`config.mk`:
```
export PLATFORM = sky130hd
export DESIGN_NAME = cpu_boot_loader
export DESIGN_NICKNAME = d
export VERILOG_FILES = /design/src/rtl/cpu_boot_pkg.sv /design/src/rtl/boot_word_sink.sv /design/src/rtl/cpu_boot_loader.sv
export SDC_FILE = /design/constraint.sdc
export NUM_CORES = 1
export LEC_CHECK = 0
export ABC_CLOCK_PERIOD_IN_PS = 3200
export BUFFER_PORTS_ARGS = -buffer_cell sky130_fd_sc_hd__buf_2
export CELL_PAD_IN_SITES_DETAIL_PLACEMENT = 1
export CELL_PAD_IN_SITES_GLOBAL_PLACEMENT = 1
export CORE_MARGIN = 2
export CORE_UTILIZATION = 36
export CTS_CLUSTER_SIZE = 30
export DETAILED_ROUTE_END_ITERATION = 12
export PLACE_DENSITY_LB_ADDON = 0.25
export SLEW_MARGIN = 10
export SYNTH_ARGS = -nofsm -noshare
export SYNTH_HDL_FRONTEND = slang
export SYNTH_SLANG_ARGS = --single-unit
```
`constraint.sdc`:
```
create_clock -name clk_i -period 3.2 [get_ports clk_i]
set_clock_uncertainty 0.2 [all_clocks]
set_input_delay 0.64 -clock clk_i [delete_from_list [all_inputs] [get_ports clk_i]]
set_output_delay 0.64 -clock clk_i [all_outputs]
set_load 0.005 [all_outputs]
```
`src/rtl/cpu_boot_pkg.sv`:
```
// Shared state encoding and default sizes for the CPU boot loader.
package cpu_boot_pkg;
  typedef enum logic [2:0] {
    ST_IDLE,
    ST_CLEAR,
    ST_LOAD,
    ST_RUN,
    ST_ERROR
  } boot_state_e;

  localparam int IMEM_DEPTH_DEF = 256;
  localparam int DMEM_DEPTH_DEF = 1024;
  localparam int NUM_REGS_DEF   = 32;
  localparam int WORD_W_DEF     = 32;
  localparam logic [31:0] NOP_WORD = 32'b10011;
endpackage

```
`src/rtl/boot_word_sink.sv`:
```
// Program-word sink: valid/ready acceptance, instruction write pointer and
// overflow detection. Write requests are combinational; the top registers them.
module boot_word_sink #(
  parameter int DEPTH  = 256,
  parameter int WORD_W = 32,
  localparam int AW    = $clog2(DEPTH)
) (
  input  logic              clk_i,
  input  logic              rst_i,
  input  logic              arm_i,
  input  logic              s_valid_i,
  input  logic [WORD_W-1:0] s_data_i,
  input  logic              s_last_i,
  output logic              s_ready_o,
  output logic              wr_o,
  output logic [AW-1:0]     wr_addr_o,
  output logic [WORD_W-1:0] wr_data_o,
  output logic              last_o,
  output logic              ovf_o
);
  logic [AW:0] ptr_q, ptr_d;
  logic        ready_q, ready_d;
  logic        xfer, full;

  // ptr carries one extra bit so "memory full" is distinct from address 0
  assign xfer      = s_valid_i && ready_q;
  assign full      = (ptr_q == (AW+1)'(DEPTH));
  assign wr_o      = xfer && !full;
  assign wr_addr_o = ptr_q[AW-1:0];
  assign wr_data_o = s_data_i;
  assign last_o    = wr_o && s_last_i;
  assign ovf_o     = xfer && full;
  assign s_ready_o = ready_q;

  always_comb begin
    ptr_d   = ptr_q;
    ready_d = ready_q;
    if (arm_i) begin
      ptr_d   = '0;
      ready_d = 1'b1;
    end else begin
      if (wr_o) ptr_d = ptr_q + (AW+1)'(1);
      if (last_o || ovf_o) ready_d = 1'b0;
    end
  end

  always_ff @(posedge clk_i or negedge rst_i) begin
    if (!rst_i) begin
      ptr_q   <= '0;
      ready_q <= 1'b0;
    end else begin
      ptr_q   <= ptr_d;
      ready_q <= ready_d;
    end
  end
endmodule

```
`src/rtl/cpu_boot_loader.sv`:
```
// Boot sequencer: zero-fills DMEM/IMEM/RF, streams a program into IMEM, then
// releases the CPU. All outputs come straight from flops.
//   state    | meaning
//   IDLE     | CPU held in reset, waiting for go_i
//   CLEAR    | one word per cycle into every memory still in range
//   LOAD     | accepting program words, one-cycle write latency
//   RUN      | CPU out of reset and started; go_i reloads
//   ERROR    | program overflowed IMEM; go_i or reset exits
module cpu_boot_loader import cpu_boot_pkg::*; #(
  parameter int IMEM_DEPTH = IMEM_DEPTH_DEF,
  parameter int DMEM_DEPTH = DMEM_DEPTH_DEF,
  parameter int NUM_REGS   = NUM_REGS_DEF,
  parameter int WORD_W     = WORD_W_DEF,
  localparam int IAW       = $clog2(IMEM_DEPTH),
  localparam int DAW       = $clog2(DMEM_DEPTH)
) (
  input  logic              clk_i,
  input  logic              rst_i,
  input  logic              go_i,
  input  logic              s_valid_i,
  output logic              s_ready_o,
  input  logic [WORD_W-1:0] s_data_i,
  input  logic              s_last_i,
  output logic              imem_we_o,
  output logic [IAW-1:0]    imem_addr_o,
  output logic [WORD_W-1:0] imem_data_o,
  output logic              dmem_we_o,
  output logic [DAW-1:0]    dmem_addr_o,
  output logic [WORD_W-1:0] dmem_data_o,
  output logic              rf_we_o,
  output logic [4:0]        rf_addr_o,
  output logic [WORD_W-1:0] rf_data_o,
  output logic              cpu_rst_o,
  output logic              cpu_start_o,
  output logic              done_o,
  output logic              err_o
);
  boot_state_e       state_q, state_d;
  logic [DAW-1:0]    idx_q, idx_d;
  logic              fin_q;
  logic              imem_we_q, imem_we_d, dmem_we_q, dmem_we_d, rf_we_q, rf_we_d;
  logic [IAW-1:0]    imem_addr_q, imem_addr_d;
  logic [WORD_W-1:0] imem_data_q, imem_data_d;
  logic [DAW-1:0]    dmem_addr_q, dmem_addr_d;
  logic [4:0]        rf_addr_q, rf_addr_d;
  logic              run_q, run_d, err_q, err_d;
  logic              arm, sink_wr, sink_last, sink_ovf;
  logic [IAW-1:0]    sink_addr;
  logic [WORD_W-1:0] sink_data;

  boot_word_sink #(.DEPTH(IMEM_DEPTH), .WORD_W(WORD_W)) u_sink (
    .clk_i     (clk_i),
    .rst_i     (rst_i),
    .arm_i     (arm),
    .s_valid_i (s_valid_i),
    .s_data_i  (s_data_i),
    .s_last_i  (s_last_i),
    .s_ready_o (s_ready_o),
    .wr_o      (sink_wr),
    .wr_addr_o (sink_addr),
    .wr_data_o (sink_data),
    .last_o    (sink_last),
    .ovf_o     (sink_ovf)
  );

  always_ff @(posedge clk_i or negedge rst_i) begin
    if (!rst_i) begin
      state_q     <= ST_IDLE;
      idx_q       <= '0;
      fin_q       <= 1'b0;
      imem_we_q   <= 1'b0;
      imem_addr_q <= '0;
      imem_data_q <= '0;
      dmem_we_q   <= 1'b0;
      dmem_addr_q <= '0;
      rf_we_q     <= 1'b0;
      rf_addr_q   <= '0;
      run_q       <= 1'b0;
      err_q       <= 1'b0;
    end else begin
      state_q     <= state_d;
      idx_q       <= idx_d;
      fin_q       <= sink_last;
      imem_we_q   <= imem_we_d;
      imem_addr_q <= imem_addr_d;
      imem_data_q <= imem_data_d;
      dmem_we_q   <= dmem_we_d;
      dmem_addr_q <= dmem_addr_d;
      rf_we_q     <= rf_we_d;
      rf_addr_q   <= rf_addr_d;
      run_q       <= run_d;
      err_q       <= err_d;
    end
  end

  // fin_q marks the cycle the last word is being written; RUN follows it
  always_comb begin
    state_d = state_q;
    idx_d   = idx_q;
    unique case (state_q)
      ST_IDLE, ST_RUN, ST_ERROR: begin
        if (go_i) begin
          state_d = ST_CLEAR;
          idx_d   = '0;
        end
      end
      ST_CLEAR: begin
        if (idx_q == DAW'(DMEM_DEPTH - 1)) state_d = ST_LOAD;
        else idx_d = idx_q + DAW'(1);
      end
      ST_LOAD: begin
        if (sink_ovf) state_d = ST_ERROR;
        else if (fin_q) state_d = ST_RUN;
      end
      default: state_d = ST_IDLE;
    endcase
  end

  assign arm = (state_q == ST_CLEAR) && (state_d == ST_LOAD);

  always_comb begin
    dmem_we_d   = 1'b0;
    dmem_addr_d = dmem_addr_q;
    imem_we_d   = 1'b0;
    imem_addr_d = imem_addr_q;
    imem_data_d = imem_data_q;
    rf_we_d     = 1'b0;
    rf_addr_d   = rf_addr_q;
    if (state_d == ST_CLEAR) begin
      dmem_we_d   = 1'b1;
      dmem_addr_d = idx_d;
      if (int'(idx_d) < IMEM_DEPTH) begin
        imem_we_d   = 1'b1;
        imem_addr_d = idx_d[IAW-1:0];
        imem_data_d = '0;
      end
      if (int'(idx_d) < NUM_REGS) begin
        rf_we_d   = 1'b1;
        rf_addr_d = idx_d[4:0];
      end
    end else if (sink_wr) begin
      imem_we_d   = 1'b1;
      imem_addr_d = sink_addr;
      imem_data_d = sink_data;
    end
    run_d = (state_d == ST_RUN);
    err_d = (state_d == ST_ERROR);
  end

  assign imem_we_o   = imem_we_q;
  assign imem_addr_o = imem_addr_q;
  assign imem_data_o = imem_data_q;
  assign dmem_we_o   = dmem_we_q;
  assign dmem_addr_o = dmem_addr_q;
  assign dmem_data_o = '0;
  assign rf_we_o     = rf_we_q;
  assign rf_addr_o   = rf_addr_q;
  assign rf_data_o   = '0;
  assign cpu_rst_o   = run_q;
  assign cpu_start_o = run_q;
  assign done_o      = run_q;
  assign err_o       = err_q;
endmodule

```
# Word-level counts from Yosys, hierarchy flattened
# Cells that the tools add are included.
word_totals:
  reg_bits: 84
  latch_bits: 0
  ramBits: 0
  mem_bits_ro: 0
  output_inout_bits: 127
  word_cells: 67
  mem_count: 0
classes:
  addsub: 2
  mul: 0
  div: 0
  n_lt_le_gt_ge: 2
  n_eq_ne: 11
  shift: 0
  mux: 24
  bitwise_logic: 0
  n_reduce_logical: 14
op_table:
  columns: ["cell", "n"]
  rows:
  - ["32-bit two-way mux", 3]
  - ["8-bit two-way mux", 3]
  - ["10-bit two-way mux", 2]
  - ["10-bit one-hot mux with 2 select lines", 1]
  - ["9-bit two-way mux", 2]
  - ["3-bit by 2-bit == test with 1-bit output (second input constant)", 4]
  - ["3-bit two-way mux", 4]
  - ["10-bit by 1-bit adder with 10-bit output (second input constant)", 1]
  - ["10-bit == test (second input constant)", 1]
  - ["10-bit by 6-bit less-than comparator with 1-bit output (second input constant)", 1]
  - ["10-bit by 9-bit less-than comparator with 1-bit output (second input constant)", 1]
  - ["9-bit by 1-bit adder with 9-bit output (second input constant)", 1]
  - ["9-bit == test (second input constant)", 1]
  - ["3-bit one-hot mux with 3 select lines", 1]
  - ["1-bit two-way mux", 8]
  - ["3-bit by 1-bit == test with 1-bit output (second input constant)", 2]
  - ["3-bit == test (second input constant)", 2]
  - ["2-bit nonzero test", 3]
  - ["1-bit logical AND", 5]
  - ["2-bit AND reduction", 2]
  - ["3-bit logical NOT", 1]
  - ["3-bit OR reduction", 1]
  - ["2-bit by 1-bit inequality test with 1-bit output (second input constant)", 1]
  - ["1-bit logical NOT", 1]
  - ["1-bit logical OR", 1]

# Depth between registers and ports, before layout
# Gate-level depths: netlist (run 1).
depth:
  ltp_word: 7
  mapped_depth: 10
  ltp_nobuf: 8

# Hierarchy
# Synthesis (run 1) repeated with hierarchy kept, for this count alone.
unflattened:
  hier_cells: 489
  area_unflattened_um2: 4636.9
by_module_without_submodules:
  columns: ["module", "instances", "cells_each", "area_per_inst_um2", "seq_area_each_um2"]
  rows:
  - ["cpu_boot_loader", 1, 388, 3762.4, 1851.8]
  - ["boot_word_sink", 1, 101, 874.6, 250.2]

# Worst setup path before layout (run 1)
# No wires, ideal clock.
synth_timing:
  path_kind: "reg2reg"
  start: "register state_q[1]"
  end: "register rf_addr_q[0], in the netlist rf_addr_o[0]"
  setup_time_ns: 0.125
  arrival_ns: 2.373
  t_required_ns: 2.875
  slack_ns: 0.503
  path_stages_with_launch: 9
  path_buffers: 2
  cell_sequence: "dfrtp_1 > or3b_1 > buf_6 > nor4_4 > nor3_2 > or3_1 > buf_6 > nor4_4 > mux2_2"
synth_between:
  elab_chain_len: 5
  elab_cells_between_ends: 15
  cone_classes: "order compare (1); eq/ne (5); mux (6); reduce/logical (3)"
synth_lines:
  columns: ["element", "line_no", "source"]
  rows:
  - ["from (decl)", "cpu_boot_loader.sv:38", "boot_state_e state_q, state_d;"]
  - ["from (signal assigned)", "cpu_boot_loader.sv:81", "state_q <= state_d;"]
  - ["3-bit by 2-bit == test with 1-bit output (tied with other cells)", "cpu_boot_loader.sv:100", "unique case (state_q)"]
  - ["3-bit OR reduction", "cpu_boot_loader.sv:100", null]
  - ["10-bit one-hot mux with 2 select lines (*)", "cpu_boot_loader.sv:100", null]
  - ["via idx_d[8]", "cpu_boot_loader.sv:39", "logic [DAW-1:0] idx_q, idx_d;"]
  - ["10-bit by 6-bit less-than comparator with 1-bit output (*)", "cpu_boot_loader.sv:137", "if (int'(idx_d) < NUM_REGS) begin"]
  - ["2-bit AND reduction (no source line) (*)", null, null]
  - ["to (signal assigned)", "cpu_boot_loader.sv:90", "rf_addr_q <= rf_addr_d;"]
  - ["to (decl)", "cpu_boot_loader.sv:45", "logic [4:0] rf_addr_q, rf_addr_d;"]
# Mark *: on every way through the listed nets, which the timed path passes. The rest lies on a longest branch.
# A chain may end at the register's enable or synchronous reset.

# Final worst setup path (run 1)
layout_timing:
  start: "register idx_q[2]"
  end: "register rf_addr_q[0], in the netlist rf_addr_o[0]"
layout_between:
  elab_chain_len: 5
  elab_cells_between_ends: 10
  cone_classes: "add/sub (1); order compare (1); eq/ne (2); mux (5); reduce/logical (1)"
layout_lines:
  columns: ["element", "line_no", "source"]
  rows:
  - ["from (decl)", "cpu_boot_loader.sv:39", null]
  - ["from (signal assigned)", "cpu_boot_loader.sv:82", "idx_q <= idx_d;"]
  - ["10-bit by 1-bit adder with 10-bit output or 10-bit == test (tied branches)", "cpu_boot_loader.sv:109, cpu_boot_loader.sv:108", null]
  - ["10-bit two-way mux or 3-bit two-way mux (tied branches)", "cpu_boot_loader.sv:108", "if (idx_q == DAW'(DMEM_DEPTH - 1)) state_d = ST_LOAD;"]
  - ["10-bit one-hot mux with 2 select lines or 3-bit one-hot mux with 3 select lines (tied branches)", "cpu_boot_loader.sv:100", null]
  - ["10-bit by 6-bit less-than comparator with 1-bit output or 3-bit by 1-bit == test with 1-bit output (tied branches)", "cpu_boot_loader.sv:137, cpu_boot_loader.sv:129", null]
  - ["2-bit AND reduction (no source line)", null, null]
# Parallel ways exist; a longest one is shown, timed or not.

==> qor.yml, run 1 <==
clock_network:
  clkTransAtPathRegs_ns: 0.06
  clock_sinks: 84
  hold_buffers: 0
  postCtsSetupBuffers: 0
  clock_tree.buffer_depth: 2
  cts_tree: "done"
  cts-buffers-inserted: 9
  insertion_delay_ns: 0.33
  clock_tree.htree_level_count: 3
  clock_tree.root_cell: "sky130_fd_sc_hd__clkbuf_16"
  postcts_resize_cnt: 0
setup_path:
  critical_path.endpoint_type: "flip-flop"
  timing.critical_path.arrival_ns: 3.00
  worst-endpoint-required_ns: 3.22
  cp-start-kind: "flip-flop"
  timing.critical_path.fanout_max: 8
  criticalPathCategory: "reg2reg"
placed_design:
  detailed_place_hpwl_mm: 7.651
  port_buf_inserts: 99
  gp_congestion: 0.8364
  post_dp_cell_area_um2: 4589
sta:
  fmax_mhz: 335.2
  rsz0062_at_grt: "no"
  finalSetupTns_ns: 0
  slew-limit-headroom: 0.5035
  min_period_ns: 2.984
  timing.final.crit_share: 0.9324
  timing_max_transition_violations_final: 0
  hold_viol_final: 0
  worst_slew_pin_slew_ns: 0.7447
  setup_viol: 0
floorplanning:
  chipWidth_um: 111.9
  start_util: 0.3683
  floorplan.die_area_um2: 12510
  placeableCoreArea_um2: 11370
  floorplan_row_count: 39
  top_level_ports: 164
  fp.dieH_um: 111.9
route:
  vias: 3326
  drt.antenna.violating_nets: 0
  drtPass1Iterations: 4
  routedWlPerCell_um: 15.10
  finalWirelength_mm: 10.49
  drt_iter0_markers: 163
  routed_via_density: 4.786
  drc: 0
yosys:
  synth.top_cell.area_share: 0.5019
  synth-edff-count: 0
  number_of_register_bits_inferred_by_synthesis: 84
  syn-mean-instance-area_um2: 9.306
  post-synth-top-count-cell: "sky130_fd_sc_hd__nand2_1"
  synth_ff_type: "sky130_fd_sc_hd__dfrtp_1"
  netlist_instances: 450
  asyncSetResetFlopFracSynth: 1.000
  synthTopCellsByArea: "sky130_fd_sc_hd__dfrtp_1 50%, sky130_fd_sc_hd__buf_4 12%, sky130_fd_sc_hd__nand2_1 8.8%"
  yosysUniqueCellTypes: 44
  synth.largest_area_cell: "sky130_fd_sc_hd__dfrtp_1"
  synth-warning-count: 0
  netlist_area_um2: 4188
  netlist_top_cells_count: "98 x sky130_fd_sc_hd__nand2_1, 84 x sky130_fd_sc_hd__dfrtp_1, 66 x sky130_fd_sc_hd__buf_4, 45 x sky130_fd_sc_hd__nand3_1, 28 x sky130_fd_sc_hd__nor2_1"
  synth-seq-area-share: 0.5019
cells_and_area:
  synthToLayoutAreaGrowth_pct: 16.34
  layout_cells_sized_above_1: 0.2391
  final_area_um2: 4872
  antenna_cells: 0
  nets: 587
  multiInputGateArea_um2: 1712
  final.fill_count: 1373
  ff_latch_area_um2: 2102
global_routing:
  track_usage: 0.1729
  grt.met1_usage: 0.2236
  busiest_layer: "met2"
  grt_start_max_net_pins: 57
  globalRouteMet3Util: 0.02831
  grt_pass1_vias: 3366
  grt_antenna_before_repair: 0
  global_route.usage.met2: 0.2853
  grt_first_pass_wirelength_mm: 17.25
  globalRoute.totalOverflow: 0
job:
  maxCapViolations: 0
hold_path:
  worst_hold_path_type: "in2async"
power:
  power.density_nw_per_um2: 625.4
  intPower_uw: 2091
  seq_power_share: 0.428
  switching_share: 0.3137
  p_comb_frac: 0.248
  leakagePower_uw: 0.002711
  p_sw_uw: 955.8
  vdd_drop_max_mv: 0.3142
  clkPwrFrac: 0.324
run_status:
  outcome: "finished clean"
## worst max-delay path, cell delays in order (launching register included)
cell and delay, ns:
sky130_fd_sc_hd__dfrtp_1 0.47, sky130_fd_sc_hd__nand4_1 0.41, sky130_fd_sc_hd__o31ai_1 0.41, sky130_fd_sc_hd__a21oi_1 0.18
sky130_fd_sc_hd__or3_1 0.40, sky130_fd_sc_hd__nor4_4 0.40, sky130_fd_sc_hd__mux2_2 0.39
## power by group through the flow
stage / sequential, uW / clock (uW) / combinational, uW
after floorplan: 1310 / 0 / 526
after global routing: 1330 / 1060 / 864
after detailed placement: 1320 / 0 / 766
after CTS: 1310 / 1020 / 770
after global placement: 1320 / 0 / 752
final: 1300 / 988 / 756
## per-layer routing
| metal | up-vias | wire length, um |
|---|---|---|
| li1 | 1568 | - |
| met4 | 0 | 285 |
| met5 | - | 0 |
| met3 | 21 | 521 |
| met2 | 110 | 5086 |
| met1 | 1627 | 4599 |
## flip-flops by register name, indices dropped and copies added, names as in the netlist, 3 cells and up
name	flops
state_q	3
u_sink.ptr_q	9
imem_addr_o	8
rf_addr_o	5
imem_data_o	32
dmem_addr_o	10
idx_q	10
## per-stage QoR
| step | util | total power [uW] | worst slack (ns) | cells | hold slack (ns) |
|---|---|---|---|---|---|
| 6_report | 0.4285 | 3047 | 0.2164 | 695 | 0.1736 |
| 5_1_grt | 0.4285 | 3252 | 0.01744 | 695 | 0.2148 |
| 4_1_cts | 0.4285 | 3096 | 0.2078 | 695 | 0.2056 |
| 3_5_place_dp | 0.4037 | 2089 | 0.2282 | 679 | 0.2783 |
| 3_3_place_gp | 0.4037 | 2067 | 0.2789 | 679 | 0.2541 |
| 2_1_floorplan | - | 1840 | 0.5026 | 513 | 0.1444 |
## area by class of cell
cell class              count  share of cell area
well taps                 143             0.03672
repair buffers            107              0.1171
inverters                   7            0.005393
clock inverters             1            0.001027
multi-input cells         338              0.3513
flip-flops and latches     84              0.4314
clock buffers              15             0.05701
## worst paths after layout
kind | start | endpoint | slack [ns] | cells past startpoint
max | idx_q[2]$_DFF_PN0_ | rf_addr_o[0]$_DFFE_PN0P_ | 0.22 | 6
min | rst_i | err_o$_DFF_PN0_ | 0.17 | 1
max in group asynchronous | rst_i | imem_addr_o[0]$_DFFE_PN0P_ | 1.99 | 2
min in group clk_i | dmem_addr_o[8]$_DFFE_PN0P_ | dmem_addr_o[8]$_DFFE_PN0P_ | 0.29 | 2
min reg2reg | dmem_addr_o[8]$_DFFE_PN0P_ | dmem_addr_o[8]$_DFFE_PN0P_ | 0.29 | 2
max reg2reg | idx_q[2]$_DFF_PN0_ | rf_addr_o[0]$_DFFE_PN0P_ | 0.22 | 6
## cell usage in the layout, fill, tap and decap left out, types with 2 or more instances in the layout
cell / instances
sky130_fd_sc_hd__nand3_1: 45
sky130_fd_sc_hd__inv_1: 7
sky130_fd_sc_hd__or3_1: 4
sky130_fd_sc_hd__and4_1: 2
sky130_fd_sc_hd__nand2_1: 98
sky130_fd_sc_hd__o21ai_0: 13
sky130_fd_sc_hd__and3_1: 5
sky130_fd_sc_hd__mux2_2: 6
sky130_fd_sc_hd__clkbuf_1: 3
sky130_fd_sc_hd__o31a_1: 2
sky130_fd_sc_hd__xor2_1: 7
sky130_fd_sc_hd__clkbuf_16: 9
sky130_fd_sc_hd__nand2b_1: 2
sky130_fd_sc_hd__nand3b_1: 2
sky130_fd_sc_hd__o31ai_1: 4
sky130_fd_sc_hd__nor3_1: 6
sky130_fd_sc_hd__and2_1: 7
sky130_fd_sc_hd__a21o_1: 3
sky130_fd_sc_hd__o21bai_1: 3
sky130_fd_sc_hd__dfrtp_1: 84
sky130_fd_sc_hd__nor2_1: 28
sky130_fd_sc_hd__a211o_1: 2
sky130_fd_sc_hd__a31oi_1: 2
sky130_fd_sc_hd__nand4_1: 4
sky130_fd_sc_hd__a21oi_1: 9
sky130_fd_sc_hd__clkbuf_8: 3
sky130_fd_sc_hd__nor4_4: 3
sky130_fd_sc_hd__ha_1: 3
sky130_fd_sc_hd__buf_4: 8
sky130_fd_sc_hd__buf_2: 98
sky130_fd_sc_hd__conb_1: 64
## cell families (layout without fill, tap and decap cells)
logic type | Yosys count | after routing | synth area share
xor gates and xnor gates | 8 | 8 | 0.01673
buffers and inverters | 91 | 130 | 0.1458
DFF | 84 | 84 | 0.5019
adders and majority gates | 3 | 3 | 0.008964
other | 1 | 64 | 0.0008955
muxes | 7 | 7 | 0.01852
AOI/OAI and AO/OA | 42 | 42 | 0.06274
and+or+nand+nor | 214 | 214 | 0.2444
Note: power is estimated with default switching activity, not from simulation.
==> inputs of run 2 (changes only) <==
--- a/config.mk
+++ b/config.mk
@@ -5,12 +5,12 @@
 export SDC_FILE = /design/constraint.sdc
 export NUM_CORES = 1
 export LEC_CHECK = 0
-export ABC_CLOCK_PERIOD_IN_PS = 3200
+export ABC_CLOCK_PERIOD_IN_PS = 3670
 export BUFFER_PORTS_ARGS = -buffer_cell sky130_fd_sc_hd__buf_2
 export CELL_PAD_IN_SITES_DETAIL_PLACEMENT = 1
 export CELL_PAD_IN_SITES_GLOBAL_PLACEMENT = 1
 export CORE_MARGIN = 2
-export CORE_UTILIZATION = 36
+export CORE_UTILIZATION = 38
 export CTS_CLUSTER_SIZE = 30
 export DETAILED_ROUTE_END_ITERATION = 12
 export PLACE_DENSITY_LB_ADDON = 0.25
==> constraint.sdc (replaced) <==
create_clock -name clk_i -period 3.67 [get_ports clk_i]
set_clock_uncertainty 0.2 [all_clocks]
set_input_delay 0.734 -clock clk_i [delete_from_list [all_inputs] [get_ports clk_i]]
set_output_delay 0.734 -clock clk_i [all_outputs]
set_load 0.005 [all_outputs]
==> qor.yml, run 2 (synthesized netlist as in run 1, its figures left out) <==
clock_network:
  clock_tree.root_cell: "sky130_fd_sc_hd__clkbuf_8"
  postcts_resize_cnt: 0  # unchanged
  clock_tree.htree_level_count: 3  # unchanged
  clkTransAtPathRegs_ns: 0.08  # +0.02 ns
  cts_tree: "done"
  clock_tree.buffer_depth: 2  # unchanged
  postCtsSetupBuffers: 0  # unchanged
  cts-buffers-inserted: 9  # unchanged
  insertion_delay_ns: 0.37  # +0.04 ns
  hold_buffers: 0  # unchanged
  clock_sinks: 84  # unchanged
power:
  p_sw_uw: 810.9  # -15%
  switching_share: 0.3342  # +0.02054
  p_comb_frac: 0.269  # +0.021
  power.density_nw_per_um2: 511.6  # -18%
  vdd_drop_max_mv: 0.1703  # -46%
  clkPwrFrac: 0.258  # -0.066
  seq_power_share: 0.473  # +0.045
  leakagePower_uw: 0.002649  # -2.3%
  intPower_uw: 1615  # -23%
hold_path:
  worst_hold_path_type: "reg2reg"
cells_and_area:
  multiInputGateArea_um2: 1712  # unchanged
  ff_latch_area_um2: 2102  # unchanged
  antenna_cells: 0  # unchanged
  final.fill_count: 1323  # -3.6%
  nets: 585  # -0.34%
  layout_cells_sized_above_1: 0.2354  # -0.003729
  final_cell_mix: "98 x sky130_fd_sc_hd__nand2_1, 98 x sky130_fd_sc_hd__buf_2, 84 x sky130_fd_sc_hd__dfrtp_1"
  max_reg_flops: 32  # unchanged
  synthToLayoutAreaGrowth_pct: 13.24
  final-instance-count-excl-fill: 688  # -1.0%
placed_design:
  detailed_place_hpwl_mm: 7.447  # -2.7%
  gp_congestion: 0.8769  # +4.8%
  port_buf_inserts: 99  # unchanged
  dpl.cell_count: 674  # -0.74%
setup_path:
  worst_path_largest_cell_delay_ns: 0.52  # +0.05 ns
  timing.critical_path.fanout_max: 12  # +4
  cpMaxStageDelayCell: "sky130_fd_sc_hd__or3b_1"
  timing.critical_path.arrival_ns: 3.19  # +0.19 ns
  worst_r2r_path_depth: 7  # +1
  crit-reg2reg-launch: "state_q[0]$_DFF_PN0_"
  critical_path.cell_chain: "or3b_1, nor4_4, o21bai_1, buf_4, or3_1, nor4_4, mux2_2"
  reg2reg_slack_ns: 0.54  # +0.32 ns
  cp-start-kind: "flip-flop"
  worst-endpoint-required_ns: 3.72  # +0.50 ns
  critical_path.endpoint_type: "flip-flop"
  critPathMostFrequentCell: "sky130_fd_sc_hd__nor4_4"
  criticalPathCategory: "reg2reg"
  r2r_end: "rf_addr_o[4]$_DFFE_PN0P_"
  critical_path.endpoint: "rf_addr_o[4]$_DFFE_PN0P_"
  worstSetupStartpoint: "state_q[0]$_DFF_PN0_"
sta:
  timing_max_transition_violations_final: 0  # unchanged
  slew-limit-headroom: 0.2811  # -0.2225
  hold_viol_final: 0  # unchanged
  worst_slew_pin_slew_ns: 1.078  # +0.3337 ns
  rsz0062_at_grt: "no"
  min_period_ns: 3.135  # +0.1514 ns
  fmax_mhz: 319.0  # -4.8%
  setup_viol: 0  # unchanged
  timing.final.crit_share: 0.8542  # -0.07815
  finalSetupTns_ns: 0  # unchanged
global_routing:
  track_usage: 0.1765  # +0.003626
  grt_start_max_net_pins: 85  # +49%
  globalRoute.totalOverflow: 0  # unchanged
  grt_antenna_before_repair: 0  # unchanged
  grt_pass1_vias: 3187  # -5.3%
  grt_first_pass_wirelength_mm: 15.97  # -7.4%
route:
  drt_iter0_markers: 134  # -18%
  finalWirelength_mm: 10.28  # -2.0%
  drc: 0  # unchanged
  drtPass1Iterations: 4  # unchanged
  routed_via_density: 4.783  # about the same
  routedWlPerCell_um: 14.95  # -0.99%
  drt.antenna.violating_nets: 0  # unchanged
  vias: 3291  # -1.1%
floorplanning:
  placeableCoreArea_um2: 10790  # -5.1%
  floorplan.die_area_um2: 11880  # -5.1%
  start_util: 0.3880  # +0.01968
  top_level_ports: 164  # unchanged
  floorplan_row_count: 38  # -2.6%
  chipWidth_um: 109.0  # -2.6%
  fp.dieH_um: 109.0  # -2.6%
job:
  maxCapViolations: 0  # unchanged
run_status:
  outcome: "finished clean"
run 2: cell types whose count changed in the layout (fill, tap and decap cells not counted), sizes merged:
cell,delta
clkbuf,-4
clkinv,+1
buf,-2
bufinv,+1
run 2: power by group through the flow:
stage                     registers [uW]  logic (uW)  clock network [uW]
after CTS                           1150         664                 647
final                               1150         653                 627
after global placement              1160         645                   0
after detailed placement            1170         663                   0
after floorplan                     1150         459                   0
after global routing                1170         737                 686
run 2: worst min path at each step:
stage	slack (ns)	endpoint	start	cells past startpoint
3_3_place_gp	0.26	dmem_addr_o[6]$_DFFE_PN0P_	dmem_addr_o[6]$_DFFE_PN0P_	2
4_1_cts	0.29	dmem_addr_o[4]$_DFFE_PN0P_	dmem_addr_o[4]$_DFFE_PN0P_	1
6_report	0.28	dmem_addr_o[6]$_DFFE_PN0P_	dmem_addr_o[6]$_DFFE_PN0P_	2
2_1_floorplan	0.24	cpu_rst_o$_DFF_PN0_	rst_i	0
3_5_place_dp	0.27	dmem_addr_o[6]$_DFFE_PN0P_	dmem_addr_o[6]$_DFFE_PN0P_	2
5_1_grt	0.32	dmem_addr_o[4]$_DFFE_PN0P_	dmem_addr_o[4]$_DFFE_PN0P_	1
run 2: layout make-up:
cell class	count	area share
clock inverter	3	0.008443
sequential	84	0.4433
multi-input combinational	338	0.3609
inverter	7	0.005541
clock buffer	11	0.02770
tap	140	0.03694
timing repair buffer	105	0.1172
run 2: worst max-delay path: cells and delay by family, from the launching register on:
kind / cells / cell delay (ns)
AND/OR/NAND/NOR: 4 / 1.44
AO/OA/AOI/OAI: 1 / 0.28
multiplexers: 1 / 0.39
flip-flops: 1 / 0.48
buffers and inverters: 1 / 0.23
run 2: stage by stage:
| stage | area, um2 | power, uW | hold WS (ns) | setup slack [ns] | util |
|---|---|---|---|---|---|
| after floorplan | 4424 | 1604 | 0.2384 | 0.9726 | - |
| after global placement | 4571 | 1800 | 0.2627 | 0.5796 | 0.4235 |
| after detailed placement | 4571 | 1829 | 0.2746 | 0.5185 | 0.4235 |
| after CTS | 4742 | 2460 | 0.2932 | 0.5066 | 0.4394 |
| after global routing | 4742 | 2590 | 0.3167 | 0.3485 | 0.4394 |
| final | 4742 | 2426 | 0.2822 | 0.5350 | 0.4394 |
run 2: metal layers:
metal / wire, um / track usage / vias up
li1: - / - / 1551
met1: 4490 / 0.2304 / 1628
met2: 5114 / 0.2906 / 99
met3: 470 / 0.02092 / 13
met4: 209 / 0.08608 / 0
met5: 0 / 0 / -
